===== src/rtl/apb_master_nslv.sv =====
// ---------------------------------------------------------------------------
// apb_master_nslv -- single-command APB master bridge driving NUM_SLV slaves.
//
// Accepts one read/write command at a time on a valid/ready host interface,
// decodes the slave index from cmd_addr[SEL_LSB +: SEL_W], runs one APB
// SETUP/ACCESS transfer on the selected one-hot PSEL line, and returns a
// one-cycle rsp_valid pulse carrying read data and an error flag.
// Indices that do not map to an existing slave complete immediately with
// rsp_err=1 and no bus activity.
//
// Optional feature (macro APB_MASTER_TIMEOUT_EN): aborts an ACCESS phase that
// has waited TIMEOUT cycles without PREADY, answering with rsp_err=1.
//
// Ports:
//   PCLK, PRESETn           clock; synchronous active-high reset
//   cmd_valid/cmd_ready     host command handshake
//   cmd_write/addr/wdata/strb  command fields
//   rsp_valid/rdata/err     completion pulse, read data, error flag
//   PSEL/PENABLE/PADDR/PWRITE/PWDATA/PSTRB  APB request outputs
//   PRDATA/PREADY/PSLVERR   per-slave APB responses (slave i in slice i)
// ---------------------------------------------------------------------------
module apb_master_nslv #(
  parameter int unsigned ADDR_W  = 32,
  parameter int unsigned DATA_W  = 32,
  parameter int unsigned NUM_SLV = 4,
  parameter int unsigned SEL_LSB = 8,
  parameter int unsigned TIMEOUT = 16
) (
  input  logic                        PCLK,
  input  logic                        PRESETn,
  input  logic                        cmd_valid,
  output logic                        cmd_ready,
  input  logic                        cmd_write,
  input  logic [ADDR_W-1:0]           cmd_addr,
  input  logic [DATA_W-1:0]           cmd_wdata,
  input  logic [DATA_W/8-1:0]         cmd_strb,
  output logic                        rsp_valid,
  output logic [DATA_W-1:0]           rsp_rdata,
  output logic                        rsp_err,
  output logic [NUM_SLV-1:0]          PSEL,
  output logic                        PENABLE,
  output logic [ADDR_W-1:0]           PADDR,
  output logic                        PWRITE,
  output logic [DATA_W-1:0]           PWDATA,
  output logic [DATA_W/8-1:0]         PSTRB,
  input  logic [NUM_SLV*DATA_W-1:0]   PRDATA,
  input  logic [NUM_SLV-1:0]          PREADY,
  input  logic [NUM_SLV-1:0]          PSLVERR
);

  localparam int unsigned SEL_W  = (NUM_SLV > 2) ? $clog2(NUM_SLV) : 1;
  localparam int unsigned STRB_W = DATA_W / 8;
  localparam logic [SEL_W:0] NumSlvW = (SEL_W + 1)'(NUM_SLV);

  typedef enum logic [2:0] {
    StIdle,
    StSetup,
    StAccess,
    StResp,
    StErr
  } state_e;

  state_e              state_q, state_d;
  logic [SEL_W-1:0]    idx_q, idx_d;
  logic [ADDR_W-1:0]   paddr_q, paddr_d;
  logic                pwrite_q, pwrite_d;
  logic [DATA_W-1:0]   pwdata_q, pwdata_d;
  logic [STRB_W-1:0]   pstrb_q, pstrb_d;
  logic [DATA_W-1:0]   rsp_rdata_q, rsp_rdata_d;
  logic                rsp_err_q, rsp_err_d;

  logic [SEL_W-1:0]    cmd_idx;
  logic                decode_err;
  logic                sel_ready;
  logic                sel_err;
  logic [DATA_W-1:0]   sel_rdata;
  logic [NUM_SLV-1:0]  sel_onehot;

`ifdef APB_MASTER_TIMEOUT_EN
  localparam int unsigned CNT_W = $clog2(TIMEOUT + 1);
  localparam logic [CNT_W-1:0] CntLimit = CNT_W'(TIMEOUT - 1);
  logic [CNT_W-1:0]    cnt_q, cnt_d;
`endif

  assign cmd_idx    = cmd_addr[SEL_LSB +: SEL_W];
  assign decode_err = ({1'b0, cmd_idx} >= NumSlvW);

  // Select the addressed slave's response lines; all others are ignored.
  always_comb begin
    sel_ready  = 1'b0;
    sel_err    = 1'b0;
    sel_rdata  = '0;
    sel_onehot = '0;
    for (int unsigned i = 0; i < NUM_SLV; i++) begin
      if (idx_q == SEL_W'(i)) begin
        sel_ready     = PREADY[i];
        sel_err       = PSLVERR[i];
        sel_rdata     = PRDATA[i*DATA_W +: DATA_W];
        sel_onehot[i] = 1'b1;
      end
    end
  end

  always_comb begin
    state_d     = state_q;
    idx_d       = idx_q;
    paddr_d     = paddr_q;
    pwrite_d    = pwrite_q;
    pwdata_d    = pwdata_q;
    pstrb_d     = pstrb_q;
    rsp_rdata_d = rsp_rdata_q;
    rsp_err_d   = rsp_err_q;
`ifdef APB_MASTER_TIMEOUT_EN
    cnt_d       = cnt_q;
`endif
    unique case (state_q)
      StIdle: begin
        if (cmd_valid) begin
          idx_d = cmd_idx;
          if (decode_err) begin
            // Response fields are latched now so they are visible in StErr.
            state_d     = StErr;
            rsp_rdata_d = '0;
            rsp_err_d   = 1'b1;
          end else begin
            state_d  = StSetup;
            paddr_d  = cmd_addr;
            pwrite_d = cmd_write;
            pwdata_d = cmd_wdata;
            pstrb_d  = cmd_write ? cmd_strb : '0;
          end
        end
      end
      StSetup: begin
        state_d = StAccess;
`ifdef APB_MASTER_TIMEOUT_EN
        cnt_d   = '0;
`endif
      end
      StAccess: begin
        // A PREADY on the limit edge still completes normally.
        if (sel_ready) begin
          state_d     = StResp;
          rsp_rdata_d = pwrite_q ? '0 : sel_rdata;
          rsp_err_d   = sel_err;
        end
`ifdef APB_MASTER_TIMEOUT_EN
        else if (cnt_q == CntLimit) begin
          state_d     = StResp;
          rsp_rdata_d = '0;
          rsp_err_d   = 1'b1;
        end else begin
          cnt_d = cnt_q + CNT_W'(1);
        end
`endif
      end
      StResp:  state_d = StIdle;
      StErr:   state_d = StIdle;
      default: state_d = StIdle;
    endcase
  end

  always_ff @(posedge PCLK) begin
    if (PRESETn) begin
      state_q     <= StIdle;
      idx_q       <= '0;
      paddr_q     <= '0;
      pwrite_q    <= 1'b0;
      pwdata_q    <= '0;
      pstrb_q     <= '0;
      rsp_rdata_q <= '0;
      rsp_err_q   <= 1'b0;
`ifdef APB_MASTER_TIMEOUT_EN
      cnt_q       <= '0;
`endif
    end else begin
      state_q     <= state_d;
      idx_q       <= idx_d;
      paddr_q     <= paddr_d;
      pwrite_q    <= pwrite_d;
      pwdata_q    <= pwdata_d;
      pstrb_q     <= pstrb_d;
      rsp_rdata_q <= rsp_rdata_d;
      rsp_err_q   <= rsp_err_d;
`ifdef APB_MASTER_TIMEOUT_EN
      cnt_q       <= cnt_d;
`endif
    end
  end

  always_comb begin
    cmd_ready = (state_q == StIdle);
    PENABLE   = (state_q == StAccess);
    PSEL      = ((state_q == StSetup) || (state_q == StAccess)) ? sel_onehot : '0;
    rsp_valid = (state_q == StResp) || (state_q == StErr);
    rsp_rdata = rsp_rdata_q;
    rsp_err   = rsp_err_q;
    PADDR     = paddr_q;
    PWRITE    = pwrite_q;
    PWDATA    = pwdata_q;
    PSTRB     = pstrb_q;
  end

endmodule


===== config.mk =====
export PLATFORM = sky130hd
export DESIGN_NAME = apb_master_nslv
export DESIGN_NICKNAME = d
export VERILOG_FILES = /design/src/rtl/apb_master_nslv.sv
export SDC_FILE = /design/constraint.sdc
export NUM_CORES = 1
export LEC_CHECK = 0
export CAP_MARGIN = 20
export CORE_AREA = 5 5 120 122
export DETAILED_ROUTE_END_ITERATION = 8
export DIE_AREA = 0 0 125 127
export GPL_TIMING_DRIVEN = 0
export PLACE_DENSITY = 0.83
export SLEW_MARGIN = 25
export SYNTH_ARGS = -nofsm -noshare
export SYNTH_HDL_FRONTEND = slang
export SYNTH_SLANG_ARGS = --single-unit
export TNS_END_PERCENT = 20

===== constraint.sdc =====
create_clock -name PCLK -period 4.1 [get_ports PCLK]
set_input_delay 0.82 -clock PCLK [delete_from_list [all_inputs] [get_ports PCLK]]
set_output_delay 0.82 -clock PCLK [all_outputs]
set_load 0.05 [all_outputs]

# Yosys cells after proc, flatten, opt, wreduce, memory -nomap -nowiden
# Index checks and enable logic that the tools add are counted.
[word_totals]
reg_bits = 107
rom_bits = 0
inputBits = 208
output_inout_bits = 109
ram_bits = 0
memories = 0
elab_cells = 46
latchBits = 0
[classes]
addsub = 0
div = 0
n_eq_ne = 9
n_shift = 0
bitwise = 0
reduce_logical = 7
n_mux = 22
n_mul = 0
magnitude_cmp = 0
[ops]
columns = ["operator", "count"]
rows = [
  ["$mux W32", 5],
  ["$mux W1", 12],
  ["$pmux W3 S3", 1],
  ["$mux W4", 2],
  ["$eq A3 B2 Y1 const B", 2],
  ["$mux W3", 2],
  ["$reduce_and A2 Y1", 3],
  ["$eq A2 B2 Y1 const B", 2],
  ["$eq A3 B1 Y1 const B", 1],
  ["$eq A3 B3 Y1 const B", 1],
  ["$logic_not A3 Y1", 1],
  ["$eq A2 B1 Y1 const B", 1],
  ["$logic_not A2 Y1", 1],
  ["$logic_or A1 B1 Y1", 2],
  ["$ne A2 B1 Y1 const B", 1],
  ["$ne A2 B2 Y1 const B", 1],
]

# Logic depth before layout (Yosys ltp)
# Gate-level depths: netlist (run 1).
[logic_depth]
ltp_word = 7
depth_mapped = 8
mapped_depth_nobuf = 6

# Worst setup path before layout (run 1)
# Ideal clock, no wire load.
[synth_path]
path_type = "reg-to-output"
from = "register PADDR[9] (netlist name)"
to = "output PSEL[0]"
setup_slack_ns = 1.171
path_stages_with_launch = 4
n_path_buf = 2
t_arrival_ns = 2.109
t_required_ns = 3.280
path_cell_list = "dfxtp_1 > buf_2 > buf_2 > nor3b_1"
[synth_lines]
columns = ["item", "line_no", "rtl"]
rows = [
  ["end: declaration", "40", "output logic [NUM_SLV-1:0] PSEL,"],
]

==> key figures, run 1 <==
Run status
  • Run status: completed

Critical path
  • Crit-path slowest cell: clkdlybuf4s50_1
  • Most frequent CP cell: buf_2
  • CP required: 3.28 ns
  • R2R Setup Slk: 2.12 ns
  • Setup Crit Path Kind: register to primary output
  • Worst setup SP type: register
  • CP cell instances: buf_2, buf_2, and3b_1, clkdlybuf4s50_1
  • Setup crit end kind: primary output
  • Worst path max stage delay: 0.82 ns
  • Crit path DAT: 2.46 ns
  • Worst Reg-to-Reg Cells: 7
  • CP Max Fanout: 10

Job
  • Max cap viols: 0

Clock tree
  • CTS Buffer Depth: 2
  • Clock transition at the registers of the reported paths: 0.07 ns
  • CTS resizes: 0
  • CTS tree: built
  • Hold-fix buffers, CTS: 0
  • Post-CTS Setup Bufs: 0
  • H-Tree Depth: 3
  • CTS root buffer: clkbuf_16
  • Worst skew pair latency: 0.34 ns
  • # clock sinks: 104
  • CTS buffer count: 9

Routing
  • Routed vias/inst: 4.87
  • Drt total wl: 18400 um
  • DRC Markers: 0
  • ANT nets after route: 0
  • Routed WL per cell: 18.0 um
  • Initial DRT Pass Iterations: 4
  • Vias: 4978
  • DR iter-0 viols: 248

Power and ir drop
  • Pwr Density: 498 mW/mm2
  • Lkg Pwr: 2.90 nW
  • Pwr Total: 4.12 mW
  • Max IR drop VDD: 0.000287 V

Synthesis
  • EDFF count, synth: 0
  • Netlist cell types: 24
  • Post-synthesis mux area share: 16.7%
  • Mapped Avg Cell Area: 8.96 um2
  • Syn_nets: 726
  • Syn. warnings: 0
  • Sequential fraction of the synthesis area: 45.1%
  • Synth Register Bits: 104
  • Async S/R FF share, synth: 0%
  • Synth Area in Adders: 0.813%
  • Gate Count Post-Synth: 515
  • Combinational family with the most area after synthesis: simple AND/OR/NAND/NOR gates
  • Synth Area in XOR/XNOR: 0%
  • Synth Area in Simple Gates: 21.1%
  • Synthesized cell area: 0.00462 mm2
  • Main synth FF type: dfxtp_1
  • Compound-gate portion of the synthesized area: 11.9%

Global routing
  • First-pass GRT wire length: 27700 um
  • Number of global-route vias before repair: 4931
  • GRT Total Usage: 22.0%
  • Largest net degree at the start of global routing: 20
  • Grt ovf: 0
  • Initial antenna violation count: 0

Timing
  • Endpoints failing setup: 0
  • Slew HR: 54.9%
  • Tmin final: 3.28 ns
  • Hold Violations, Final: 0
  • Fmax: 305 MHz
  • RSZ-0062 raised after global routing: no
  • Least-Margin Pin Slew: 0.677 ns
  • Clk_skew: 0.0111 ns
  • Fin Setup TNS: 0 ns
  • Fin crit share: 80.0%
  • Max Transition Viols Final: 0

Die
  • Die height: 127 um
  • Die X: 125 um
  • I/O pin count: 317
  • Row count: 42
  • Core Box Area: 0.0131 mm2
  • Die Area: 0.0159 mm2
  • Initial Util: 35.3%

Layout
  • Antenna diodes: 0
  • Fin nets: 1052
  • Area grow syn2layout: 79.2%
  • Share of layout cells above drive strength 1: 8.16%

Placed design
  • Number of port buffers: 315
  • Post-DP HPWL: 14900 um
  • Gp weighted congestion: 0.951

Hold path
  • Worst Hold Class: register to register
  • Worst Hold Path Cells: 2
-- state kept, by name (all words and copies together), names as in the netlist --
signal	count
PADDR	31
PSTRB	4
PWDATA	32
PWRITE	1
idx_q	1
rsp_err	1
rsp_rdata	32
state_q	2
-- cell families (layout without fill, tap and decap cells) --
logic type | Yosys count | after routing
multiplexers | 36 | 36
buffers and inverters | 47 | 378
AND/OR/NAND/NOR | 220 | 220
AO/OA/AOI/OAI | 105 | 105
adder cells (fa/ha/maj) | 3 | 3
flip-flops | 104 | 104
-- power by group --
part | total, mW | internal (mW) | switching, mW
clock | 0.837 | 0.425 | 0.412
combinational | 2.02 | 0.775 | 1.25
sequential | 1.26 | 1.17 | 0.0873
total | 4.12 | 2.37 | 1.75
-- through the flow --
step | hold WS [ns] | utilization [%] | std cells | setup WS, ns | cell area [um2]
CTS | 0.454 | 63.2 | 1022 | 0.758 | 8280
global placement | 0.437 | 61.1 | 1006 | 1.15 | 7990
global route | 0.464 | 63.2 | 1022 | 0.683 | 8280
finish | 0.451 | 63.2 | 1022 | 0.818 | 8280
floorplan | 0.492 | - | 515 | 1.17 | 4620
detailed placement | 0.444 | 61.1 | 1006 | 1.14 | 7990
-- cell type report --
class                   count  area, um2
clock buffers               9        225
well taps                 176        220
plain buffers              45        193
flip-flops and latches    104       2080
multi-input cells         364       2330
repair buffers            315       3150
fillers                  1090       4810
inverters                   2       7.51
clock inverters             7       60.1
-- routing by layer --
metal  vias to the layer above  share of wire, %  global-route usage [%]
li1                       2423                 -                       -
met1                      2307                40                    26.1
met2                       217                50                    38.3
met3                        31               7.6                    6.30
met4                         0               2.5                    7.33
met5                         -                 0                       0
-- cells in the mapped netlist, types with 3 or more instances --
| master | count | share of area (%) |
|---|---|---|
| nand2_1 | 171 | 14 |
| dfxtp_1 | 104 | 45 |
| a21oi_1 | 102 | 11 |
| mux4_2 | 33 | 16 |
| nand3b_1 | 32 | 5.2 |
| clkbuf_1 | 18 | 1.5 |
| buf_2 | 16 | 1.7 |
| buf_1 | 10 | 0.81 |
| nand3_1 | 4 | 0.43 |
| nor2_1 | 4 | 0.33 |
| ha_1 | 3 | 0.81 |
| mux2i_1 | 3 | 0.65 |
-- layout by cell type (no fill, tap or decap) --
master	count
a21oi_1	102
a221oi_2	1
and2_1	2
and3_1	1
and3b_1	1
buf_1	10
buf_2	16
buf_4	1
clkbuf_1	18
clkbuf_16	9
clkdlybuf4s50_1	315
clkinv_2	1
clkinv_4	2
dfxtp_1	104
ha_1	3
inv_1	2
inv_6	3
inv_8	1
mux2i_1	3
mux4_2	33
nand2_1	171
nand2b_1	1
nand3_1	4
nand3b_1	32
nor2_1	4
nor2b_1	2
nor3_1	1
nor3b_1	1
o22a_2	1
o22ai_2	1
-- worst max-delay path, delay by kind of cell (launching register included) --
kind | cells | cell delay (ns)
flops | 1 | 0.45
simple gates | 1 | 0.20
buf+inv | 3 | 1.47
-- path summary, 6_finish.rpt --
check                startpoint            end
setup / recovery       PADDR[9]        PSEL[2]
hold / removal    rsp_rdata[31]  rsp_rdata[31]
setup reg to reg     state_q[0]     PWDATA[29]
hold reg to reg   rsp_rdata[31]  rsp_rdata[31]
(Power assumes the default switching activity.)
==> run 2, diff against run 1 <==
--- a/config.mk
+++ b/config.mk
@@ -6,11 +6,11 @@
 export NUM_CORES = 1
 export LEC_CHECK = 0
 export CAP_MARGIN = 20
-export CORE_AREA = 5 5 120 122
+export CORE_MARGIN = 5
+export CORE_UTILIZATION = 32
 export DETAILED_ROUTE_END_ITERATION = 8
-export DIE_AREA = 0 0 125 127
 export GPL_TIMING_DRIVEN = 0
-export PLACE_DENSITY = 0.83
+export PLACE_DENSITY = 0.8
 export SLEW_MARGIN = 25
 export SYNTH_ARGS = -nofsm -noshare
 export SYNTH_HDL_FRONTEND = slang
==> constraint.sdc (replaced) <==
create_clock -name PCLK -period 2.8 [get_ports PCLK]
set_input_delay 0.56 -clock PCLK [delete_from_list [all_inputs] [get_ports PCLK]]
set_output_delay 0.56 -clock PCLK [all_outputs]
set_load 0.05 [all_outputs]
==> run 2 against run 1 <==
Total power up 46%. Setup slack worse by 0.58 ns. Die area up 6.6%. Core utilization down 4.1 points. Routed wire length down 0.22%. Register-to-register slack worse by 1.2 ns. Non-clock buffer count unchanged. Largest power group unchanged.
==> key figures, run 2 (same netlist as run 1, synthesis figures left out) <==
Timing
  • Hold Violations, Final: 0 (unchanged)
  • Fmax: 390 MHz
  • Tmin final: 2.56 ns
  • Clk_skew: 0.00792 ns (-0.00319 ns)
  • Fin crit share: 91.6%
  • Least-Margin Pin Slew: 0.704 ns (+0.0268 ns)
  • Endpoints failing setup: 0 (unchanged)
  • Max Transition Viols Final: 0 (unchanged)
  • Slew HR: 53.1% (-1.8 points)
  • RSZ-0062 raised after global routing: no
  • Fin Setup TNS: 0 ns (unchanged)

Job
  • Max cap viols: 0 (unchanged)

Critical path
  • Crit-path slowest cell: dfxtp_1
  • Crit path DAT: 2.00 ns (-0.46 ns)
  • Setup Crit Path Kind: register to primary output
  • Worst path bufs/invs: 3 (unchanged)
  • Most frequent CP cell: buf_2
  • Delay-heaviest family, CP: buffers and inverters
  • CP cell instances: buf_2, buf_2, nor3b_1, dlygate4sd2_1
  • CP Max Fanout: 10 (unchanged)
  • Worst setup SP type: register
  • Worst path max stage delay: 0.47 ns (-0.35 ns)
  • Setup crit end kind: primary output
  • CP required: 2.24 ns (-1.04 ns)

Routing
  • Vias: 4953 (-0.50%)
  • ANT nets after route: 0 (unchanged)
  • Routed vias/inst: 4.83 (-0.89%)
  • DR iter-0 viols: 240 (-3.2%)
  • Drt total wl: 18300 um (-0.22%)
  • DRC Markers: 0 (unchanged)
  • Routed WL per cell: 17.9 um (-0.61%)
  • Initial DRT Pass Iterations: 4 (unchanged)

Die
  • Row count: 43 (+2.4%)
  • Die X: 130 um (+4.1%)
  • Die height: 130 um (+2.5%)
  • Core Box Area: 0.0140 mm2 (+6.9%)
  • I/O pin count: 317 (unchanged)
  • Initial Util: 33.0% (-2.3 points)
  • Die Area: 0.0169 mm2 (+6.6%)

Placed design
  • Number of port buffers: 315 (unchanged)
  • Gp weighted congestion: 0.834 (-12%)
  • Post-DP HPWL: 14800 um (-0.19%)

Layout
  • Fin nets: 1052 (unchanged)
  • # fillers: 1244 (+14%)
  • Area grow syn2layout: 79.2% (about the same)
  • Antenna diodes: 0 (unchanged)
  • Register area: 0.00208 mm2 (unchanged)
  • Footprint of the multi-input gates: 0.00233 mm2 (unchanged)
  • Share of layout cells above drive strength 1: 8.39% (+0.24 points)
  • Commonest non-fill, non-tap cell in the layout: clkdlybuf4s50_1
  • Final Core Density: 59.2% (-4.1 points)
  • Most frequent cells in the layout: clkdlybuf4s50_1, nand2_1, dfxtp_1

Power and ir drop
  • Sw power: 2.52 mW (+44%)
  • Lkg Pwr: 2.91 nW (+0.33%)
  • Logic pwr share: 49.0% (-0.2 points)
  • Reg power frac: 30.6% (about the same)
  • P_int: 3.49 mW (+47%)
  • Pwr Density: 727 mW/mm2 (+46%)
  • Max IR drop VDD: 0.000371 V (+29%)
  • Switch share: 41.9% (-0.55 points)
  • Clock share of power: 20.5% (+0.2 points)

Clock tree
  • Post-CTS Setup Bufs: 0 (unchanged)
  • H-Tree Depth: 3 (unchanged)
  • Worst skew pair latency: 0.35 ns (about the same)
  • CTS root buffer: clkbuf_16
  • # clock sinks: 104 (unchanged)
  • CTS tree: built
  • Clock transition at the registers of the reported paths: 0.07 ns (about the same)
  • CTS buffer count: 9 (unchanged)
  • CTS Buffer Depth: 2 (unchanged)
  • Hold-fix buffers, CTS: 0 (unchanged)

Global routing
  • GR peak layer: met2
  • GRT Total Usage: 20.5% (-1.5 points)
  • Initial antenna violation count: 0 (unchanged)
  • Met3 Resource Use GR: 6.79% (+0.49 points)
  • Met1 Track Usage GR: 22.5% (-3.6 points)
  • Number of global-route vias before repair: 4998 (+1.4%)
  • First-pass GRT wire length: 26500 um (-4.5%)
  • Grt ovf: 0 (unchanged)
  • Met2 GRT Util: 37.4% (-0.92 points)
  • Largest net degree at the start of global routing: 18 (-10%)

Run status
  • Run status: completed

Hold path
  • Worst Hold Class: register to register
[run 2: final cells by class]
| cell class | count | share of cell area, % |
|---|---|---|
| timing repair buffer | 315 | 38.0 |
| buffer | 45 | 2.33 |
| sequential | 104 | 25.2 |
| clock buffer | 11 | 3.05 |
| clock inverter | 5 | 0.469 |
| tap | 180 | 2.72 |
| multi-input combinational | 364 | 28.2 |
| inverter | 2 | 0.0907 |
[run 2: what timing repair did]
item / CTS / global route
gates cloned: 0 / 0
setup endpoints to repair: 4 / 2
pin swaps: 0 / 0
resized for setup: 6 / 2
[run 2: stage by stage]
| step | worst slack (ns) | hold slack (ns) | power (mW) | cells | cell area, um2 |
|---|---|---|---|---|---|
| finish | 0.236 | 0.452 | 6.01 | 1026 | 8270 |
| global route | 0.113 | 0.466 | 6.33 | 1026 | 8270 |
| CTS | 0.0202 | 0.452 | 6.07 | 1026 | 8280 |
| detailed placement | 0.113 | 0.442 | 4.84 | 1010 | 8000 |
| global placement | 0.0902 | 0.438 | 4.82 | 1010 | 8000 |
| floorplan | 0.131 | 0.492 | 3.72 | 515 | 4620 |
[run 2: routing by layer]
| layer | wire length [um] | vias to the layer above |
|---|---|---|
| met5 | 0 | - |
| met4 | 335 | 0 |
| met3 | 1950 | 23 |
| met2 | 9200 | 212 |
| met1 | 6850 | 2290 |
| li1 | - | 2428 |
[run 2: worst paths after layout]
kind	from	endpoint	slack [ns]	cells past startpoint
hold reg to reg	rsp_rdata[31]	rsp_rdata[31]	0.45	2
setup reg to reg	state_q[0]	PWDATA[23]	0.93	8
hold / removal	rsp_rdata[31]	rsp_rdata[31]	0.45	2
setup / recovery	PADDR[9]	PSEL[0]	0.24	4
[run 2: worst min-delay path: stages, from the launching register on]
cell and delay, ns:
dfxtp_1 0.31, nand2_1 0.05, a21oi_1 0.05
[run 2: power by group through the flow]
stage	registers (mW)	clock network [mW]	logic (mW)
after floorplan	2.61	0	1.12
after global placement	1.86	0	2.96
after global routing	1.87	1.33	3.13
after detailed placement	1.87	0	2.97
final	1.84	1.23	2.94
after CTS	1.84	1.26	2.97
